File: config.mk
export PLATFORM = sky130hd
export DESIGN_NAME = rhs_cmd_sequencer_flat
export DESIGN_NICKNAME = d
export VERILOG_FILES = /design/src/rtl/rhs_cmd_sequencer_if.sv /design/src/rtl/rhs_cmd_sequencer.sv /design/src/flat_wrapper.sv
export SDC_FILE = /design/constraint.sdc
export NUM_CORES = 1
export LEC_CHECK = 0
export ABC_AREA = 1
export BUFFER_PORTS_ARGS = -buffer_cell sky130_fd_sc_hd__buf_2
export CORE_UTILIZATION = 38
export DETAILED_ROUTE_END_ITERATION = 7
export PLACE_DENSITY_LB_ADDON = 0.1
export RECOVER_POWER = 50
export SLEW_MARGIN = 40
export SYNTH_ARGS = -nofsm -noshare
export SYNTH_HDL_FRONTEND = slang
export SYNTH_SLANG_ARGS = --single-unit
File: constraint.sdc
create_clock -name clk -period 2.5 [get_ports clk]
set_input_delay 0.375 -clock clk [delete_from_list [all_inputs] [get_ports clk]]
set_output_delay 0.375 -clock clk [all_outputs]
set_load 0.01 [all_outputs]
File: src/rtl/rhs_cmd_sequencer_if.sv
// rhs_cmd_sequencer_if
// Purpose: the link between the command sequencer and an SPI master.
//   Handshake: the sequencer pulses spi_start for one cycle with spi_cmd
//   valid. It only does this while spi_done is low. The SPI master answers
//   by raising spi_done, with spi_rdata valid, and holds it high for one or
//   more cycles. The next spi_start waits until spi_done has fallen again.
// Signals:
//   spi_start  - one-cycle start pulse (sequencer -> SPI master)
//   spi_cmd    - 32-bit command word, held for the whole transfer
//   spi_done   - done level (SPI master -> sequencer)
//   spi_rdata  - 32-bit read data, valid while spi_done is high
interface rhs_cmd_sequencer_if;
  logic        spi_start;
  logic [31:0] spi_cmd;
  logic        spi_done;
  logic [31:0] spi_rdata;

  modport master (output spi_start, output spi_cmd, input spi_done, input spi_rdata);
  modport slave  (input spi_start, input spi_cmd, output spi_done, output spi_rdata);
endinterface

File: src/rtl/rhs_cmd_sequencer.sv
// rhs_cmd_sequencer
// Purpose: replays a programmable table of 32-bit SPI commands, once per
//   trigger. For each command it captures the SPI read data into a result
//   strobe. It also watches for a hung SPI master and for misuse while busy.
// Ports:
//   clk, rst              - clock; synchronous active-high reset
//   enable, trigger       - a trigger is accepted only in IDLE with enable high
//   seq_len               - commands per sequence (0..DEPTH, larger is clamped)
//   cfg_we/addr/wdata     - command table write port (idle only)
//   spi                   - SPI master link (master modport)
//   res_valid/index/data  - per-command result strobe
//   seq_busy, seq_done    - sequence active; one-cycle end-of-sequence pulse
//   overrun, timeout, cfg_err - sticky error flags, cleared only by rst
//   dbg_state_o           - current FSM state, for observation
module rhs_cmd_sequencer #(
  parameter int DEPTH   = 32,
  parameter int TIMEOUT = 1024,
  localparam int AW = $clog2(DEPTH),
  localparam int LW = AW + 1
) (
  input  logic          clk,
  input  logic          rst,
  input  logic          enable,
  input  logic          trigger,
  input  logic [LW-1:0] seq_len,
  input  logic          cfg_we,
  input  logic [AW-1:0] cfg_addr,
  input  logic [31:0]   cfg_wdata,
  rhs_cmd_sequencer_if.master spi,
  output logic          res_valid,
  output logic [AW-1:0] res_index,
  output logic [31:0]   res_data,
  output logic          seq_busy,
  output logic          seq_done,
  output logic          overrun,
  output logic          timeout,
  output logic          cfg_err,
  output logic [2:0]    dbg_state_o
);
  localparam int TW = $clog2(TIMEOUT + 1);

  typedef enum logic [2:0] {
    S_IDLE         = 3'd0,
    S_FETCH        = 3'd1,
    S_ISSUE        = 3'd2,
    S_WAIT_DONE    = 3'd3,
    S_WAIT_RELEASE = 3'd4,
    S_NEXT         = 3'd5
  } state_t;

  state_t        state_q, state_d;
  logic [31:0]   mem [DEPTH];
  logic [AW-1:0] index_q;
  logic [LW-1:0] len_q;
  logic [TW-1:0] tmo_cnt_q;
  logic [31:0]   spi_cmd_q;
  logic          res_valid_q, seq_done_q;
  logic [AW-1:0] res_index_q;
  logic [31:0]   res_data_q;
  logic          overrun_q, timeout_q, cfg_err_q;

  logic          accept;
  logic [LW-1:0] len_clamp;
  logic          last;
  logic          tmo_hit;

  // A trigger in the same cycle as the seq_done pulse counts as an overrun
  // and is not accepted.
  assign accept    = (state_q == S_IDLE) && trigger && enable && !seq_done_q;
  assign len_clamp = (seq_len > LW'(DEPTH)) ? LW'(DEPTH) : seq_len;
  assign last      = (LW'(index_q) + LW'(1)) == len_q;
  assign tmo_hit   = (tmo_cnt_q == TW'(TIMEOUT - 1));

  // State register
  always_ff @(posedge clk) begin
    if (rst) state_q <= S_IDLE;
    else     state_q <= state_d;
  end

  // Next-state logic
  always_comb begin
    state_d = state_q;
    case (state_q)
      S_IDLE:         if (accept && (len_clamp != '0)) state_d = S_FETCH;
      S_FETCH:        state_d = S_ISSUE;
      // Stay in ISSUE while a stale done is still high, so start never overlaps it.
      S_ISSUE:        if (!spi.spi_done) state_d = S_WAIT_DONE;
      S_WAIT_DONE:    if (spi.spi_done) state_d = S_WAIT_RELEASE;
                      else if (tmo_hit) state_d = S_IDLE;
      S_WAIT_RELEASE: if (!spi.spi_done) state_d = S_NEXT;
      S_NEXT:         state_d = last ? S_IDLE : S_FETCH;
      default:        state_d = S_IDLE;
    endcase
  end

  // Output logic
  always_comb begin
    spi.spi_start = (state_q == S_ISSUE) && !spi.spi_done;
    seq_busy      = (state_q != S_IDLE);
    dbg_state_o   = state_q;
  end

  // Command table: not reset; writes are only allowed while idle.
  always_ff @(posedge clk) begin
    if (cfg_we && !seq_busy) mem[cfg_addr] <= cfg_wdata;
  end

  // Datapath and flags
  always_ff @(posedge clk) begin
    if (rst) begin
      index_q     <= '0;
      len_q       <= '0;
      tmo_cnt_q   <= '0;
      spi_cmd_q   <= '0;
      res_valid_q <= 1'b0;
      res_index_q <= '0;
      res_data_q  <= '0;
      seq_done_q  <= 1'b0;
      overrun_q   <= 1'b0;
      timeout_q   <= 1'b0;
      cfg_err_q   <= 1'b0;
    end else begin
      res_valid_q <= 1'b0;
      seq_done_q  <= 1'b0;
      if (accept) begin
        len_q   <= len_clamp;
        index_q <= '0;
        if (len_clamp == '0) seq_done_q <= 1'b1;
      end
      if (trigger && (seq_busy || seq_done_q)) overrun_q <= 1'b1;
      if (cfg_we && seq_busy) cfg_err_q <= 1'b1;
      case (state_q)
        S_FETCH: spi_cmd_q <= mem[index_q];
        S_ISSUE: tmo_cnt_q <= '0;
        S_WAIT_DONE: begin
          if (spi.spi_done) begin
            res_valid_q <= 1'b1;
            res_index_q <= index_q;
            res_data_q  <= spi.spi_rdata;
          end else if (tmo_hit) begin
            timeout_q  <= 1'b1;
            seq_done_q <= 1'b1;
          end else begin
            tmo_cnt_q <= tmo_cnt_q + TW'(1);
          end
        end
        S_NEXT: begin
          index_q <= index_q + AW'(1);
          if (last) seq_done_q <= 1'b1;
        end
        default: ;
      endcase
    end
  end

  assign spi.spi_cmd = spi_cmd_q;
  assign res_valid   = res_valid_q;
  assign res_index   = res_index_q;
  assign res_data    = res_data_q;
  assign seq_done    = seq_done_q;
  assign overrun     = overrun_q;
  assign timeout     = timeout_q;
  assign cfg_err     = cfg_err_q;
endmodule

File: src/flat_wrapper.sv
// flat-port wrapper written by rule: the top's interface ports become plain ports
module rhs_cmd_sequencer_flat 
#(
  parameter int DEPTH   = 32,
  parameter int TIMEOUT = 1024,
  localparam int AW = $clog2(DEPTH),
  localparam int LW = AW + 1
)
  (clk, rst, enable, trigger, seq_len, cfg_we, cfg_addr, cfg_wdata, res_valid, res_index, res_data, seq_busy, seq_done, overrun, timeout, cfg_err, dbg_state_o, spi_spi_start, spi_spi_cmd, spi_spi_done, spi_spi_rdata);
  rhs_cmd_sequencer_if spi_i ();
  input  logic clk;
  input  logic rst;
  input  logic enable;
  input  logic trigger;
  input  logic [LW-1:0] seq_len;
  input  logic cfg_we;
  input  logic [AW-1:0] cfg_addr;
  input  logic [31:0] cfg_wdata;
  output logic res_valid;
  output logic [AW-1:0] res_index;
  output logic [31:0] res_data;
  output logic seq_busy;
  output logic seq_done;
  output logic overrun;
  output logic timeout;
  output logic cfg_err;
  output logic [2:0] dbg_state_o;
  output wire logic [$bits(spi_i.spi_start)-1:0] spi_spi_start;
  output wire logic [$bits(spi_i.spi_cmd)-1:0] spi_spi_cmd;
  input wire logic [$bits(spi_i.spi_done)-1:0] spi_spi_done;
  input wire logic [$bits(spi_i.spi_rdata)-1:0] spi_spi_rdata;
  assign spi_spi_start = spi_i.spi_start;
  assign spi_spi_cmd = spi_i.spi_cmd;
  assign spi_i.spi_done = spi_spi_done;
  assign spi_i.spi_rdata = spi_spi_rdata;
  rhs_cmd_sequencer #(.DEPTH(DEPTH), .TIMEOUT(TIMEOUT)) u_core (.clk(clk), .rst(rst), .enable(enable), .trigger(trigger), .seq_len(seq_len), .cfg_we(cfg_we), .cfg_addr(cfg_addr), .cfg_wdata(cfg_wdata), .spi(spi_i), .res_valid(res_valid), .res_index(res_index), .res_data(res_data), .seq_busy(seq_busy), .seq_done(seq_done), .overrun(overrun), .timeout(timeout), .cfg_err(cfg_err), .dbg_state_o(dbg_state_o));
endmodule
==> metrics.cfg <==
[outcome]
outcome=complete, but fails checks
violations=capacitance limit, slew limit

[worst_setup_path]
start_kind=flip-flop
r2r-end=u_core.mem[6][15]$_DFFE_PP_
worstSetupPathType=reg -> reg
cpPeakStageDelay_ns=0.38
crit_top_cell=buf_4
cp_data_arrival_time_ns=2.67
reg2reg_slack_ns=0.18
crit_path_max_fanout=16
path_delay_family=buffers and inverters
rr_startpoint=u_core.dbg_state_o[1]$_SDFFE_PP0P_
cp.depth=8
reg2regPathDepth=8
cp.buffers_inverters=4
crit_path_end_kind=flip-flop
crit_chain=inv_1 > nand3_1 > nor2_1 > buf_4 > nand3_1 > buf_4 > nor2_4 > buf_4
cp.required_ns=2.85
cpMaxStageDelayCell=buf_4

[floorplan]
die_h_um=346
pin_count=160
fp.dieArea_sq_um=120000
coreArea_sq_um=117000
start_util_pct=38.5
rows=125
die_width_um=346

[yosys]
synth_cell_types=31
ys_seq_area_share_pct=72.9
netlist_instances=3862
synth_top_family_by_area=simple AND/OR/NAND/NOR gates
synthesis.area_sq_um=44900
synth_mux_area_share_pct=0
synth_fp_nets=3945
synth_compound_area_share_pct=8.63
ys_ff_latch=1123
synth_adder_area_share_pct=0.0557
synth_xor_area_share_pct=0
yosys.area_share.simple_pct=15.0
syn_area_per_cell_sq_um=11.6
ys_warn_count=0

[global_routing]
grt_pass1_wl_mm=203
antenna_found_initial=11
grt.total_usage_pct=23.1
grt_start_max_net_pins=95
grt_pass1_vias=28858
grt_remaining_overflow=0

[timing]
tightestPinTransition_ns=1.53
maxSlewHeadroom_pct=-1.97
maxSlewViolCount=99
final_hold_viol_count=0
setup_viol=0
period_needed_ns=2.32
max_freq_ghz=0.431
fin_ws_ns=0.179
clock_skew_ns=0.0293
finalCritPeriodShare_pct=92.9
rsz0062_at_grt=false

[placement]
place_congestion=0.783
dp_cells=5457
dp_slack_ns=0.189
place_area_sq_um=48800
hpwl_mm=76.9
port-buffer-count=159

[final_layout]
nets=4178
fillers=10822
fin_cells=5723
final_common_cell=edfxtp_1
stdcell_area_sq_um=52800
drive_gt1_share_pct=10.4
final_cell_mix=edfxtp_1, nor2_1, nand2_1
final_util_pct=45.2
syn_to_final_growth_pct=17.5

[power]
vdd_ir_drop_max_mv=0.663
power.total_mw=38.8
cellLeakagePower_nw=18.3
power_density_nw_per_um2=735

[clock_network]
ctsResizeCount=0
cts_num_sinks=1123
clkLatencyLatePin_ns=0.70
cts-root-buf=clkbuf_16
clock_tree.buffer_depth=3
path_clk_slew_ns=0.06
numCtsBuffers=121
cts_tree=done
ctsHtreeMaxLevel=3

[detailed_routing]
viasPerCell=5.29
drc_errors=0
ant_nets=0
drtIter0Drc=3048
wl_per_cell_um=24.4
routed_wl_mm=139
vias=30296
firstDrtPassIters=5

[hold_path]
hold_path_end=u_core.len_q[5]$_SDFFE_PP0P_
hold_start=seq_len[5]
hold_class=in -> reg
min_path_cells=3

[job]
cap_violations=4

-- metal layers --
layer	global-route usage, %	routed length (um)	vias up
li1	-	-	14127
met1	32.9	63400	14948
met2	36.3	63500	981
met3	3.85	8800	238
met4	6.57	3770	2
met5	0	13	-
-- worst max-delay path by stage --
stage / from / endpoint
floorplan: u_core.dbg_state_o[1]$_SDFFE_PP0P_ / u_core.mem[10][0]$_DFFE_PP_
global placement: u_core.dbg_state_o[0]$_SDFFE_PP0P_ / u_core.mem[6][14]$_DFFE_PP_
detailed placement: u_core.dbg_state_o[1]$_SDFFE_PP0P_ / u_core.mem[6][14]$_DFFE_PP_
CTS: u_core.dbg_state_o[1]$_SDFFE_PP0P_ / u_core.mem[6][15]$_DFFE_PP_
global route: u_core.dbg_state_o[1]$_SDFFE_PP0P_ / spi_spi_start
finish: u_core.dbg_state_o[1]$_SDFFE_PP0P_ / u_core.mem[6][15]$_DFFE_PP_
-- logic make-up after synthesis --
| kind of cell | Yosys count |
|---|---|
| AOI/OAI and AO/OA | 737 |
| and+or+nand+nor | 1656 |
| buffers and inverters | 344 |
| DFF | 1123 |
| adders and majority gates | 2 |
-- cell usage after synthesis, drive strengths merged --
cell       n  area [sq um]
o211ai    28           210
nor4       2          12.5
buf      129           721
nand4      2          12.5
nand3b     2          15.0
o21a      27           203
inv       94           360
a211oi     2          15.0
nand2    600          2250
dfxtp     99          1980
a22oi      4          30.0
edfxtp  1024         30700
a21oi     67           335
clkinv     1          3.75
ha         2          25.0
nor2     669          2510
o22ai     27           169
nor3       6          35.0
nand3    375          1880
o21ai    582          2910
clkbuf   120           459
-- layout make-up --
cell class | count | area, sq um | share of cell area [%]
flip-flops and latches | 1123 | 32700 | 62.1
multi-input cells | 2395 | 10900 | 20.6
clock buffers | 168 | 3350 | 6.35
repair buffers | 359 | 3150 | 5.98
well taps | 1524 | 1910 | 3.61
inverters | 95 | 387 | 0.733
clock inverters | 55 | 348 | 0.659
diodes | 4 | 10.0 | 0.0190
-- worst register-to-register path: cells and delay by family (launching register included) --
| family | cells | cell delay [ns] |
|---|---|---|
| flip-flops | 1 | 0.36 |
| buffers and inverters | 4 | 0.93 |
| AND/OR/NAND/NOR | 4 | 0.66 |
-- per-stage QoR --
step / hold WS [ns] / setup TNS (ns)
2_1_floorplan: 0.435 / -338.96
3_3_place_gp: 0.444 / 0
3_5_place_dp: 0.451 / 0
4_1_cts: 0.0130 / 0
5_1_grt: 0.0753 / 0
6_report: 0.0747 / 0
-- registers in the layout (all words and copies together) (netlist names) --
name	cells
u_core.len_q	6
u_core.cfg_err	1
u_core.overrun	1
u_core.seq_done	1
u_core.timeout	1
u_core.res_index	5
u_core.mem	1024
u_core.index_q	5
u_core.tmo_cnt_q	11
u_core.spi.spi_cmd	32
u_core.dbg_state_o	3
u_core.res_valid	1
u_core.res_data	32
-- report_power, final --
group / switching, mW / internal (mW)
logic: 0.827 / 0.304
registers: 0.134 / 20.7
clock network: 7.25 / 9.57
-- repair_timing --
| item | CTS | global route |
|---|---|---|
| buffers inserted | 0 | 0 |
| hold endpoints to repair | 42 | 0 |
| setup endpoints to repair | 0 | 0 |
| hold buffers | 39 | 0 |
(Power assumes the default switching activity.)
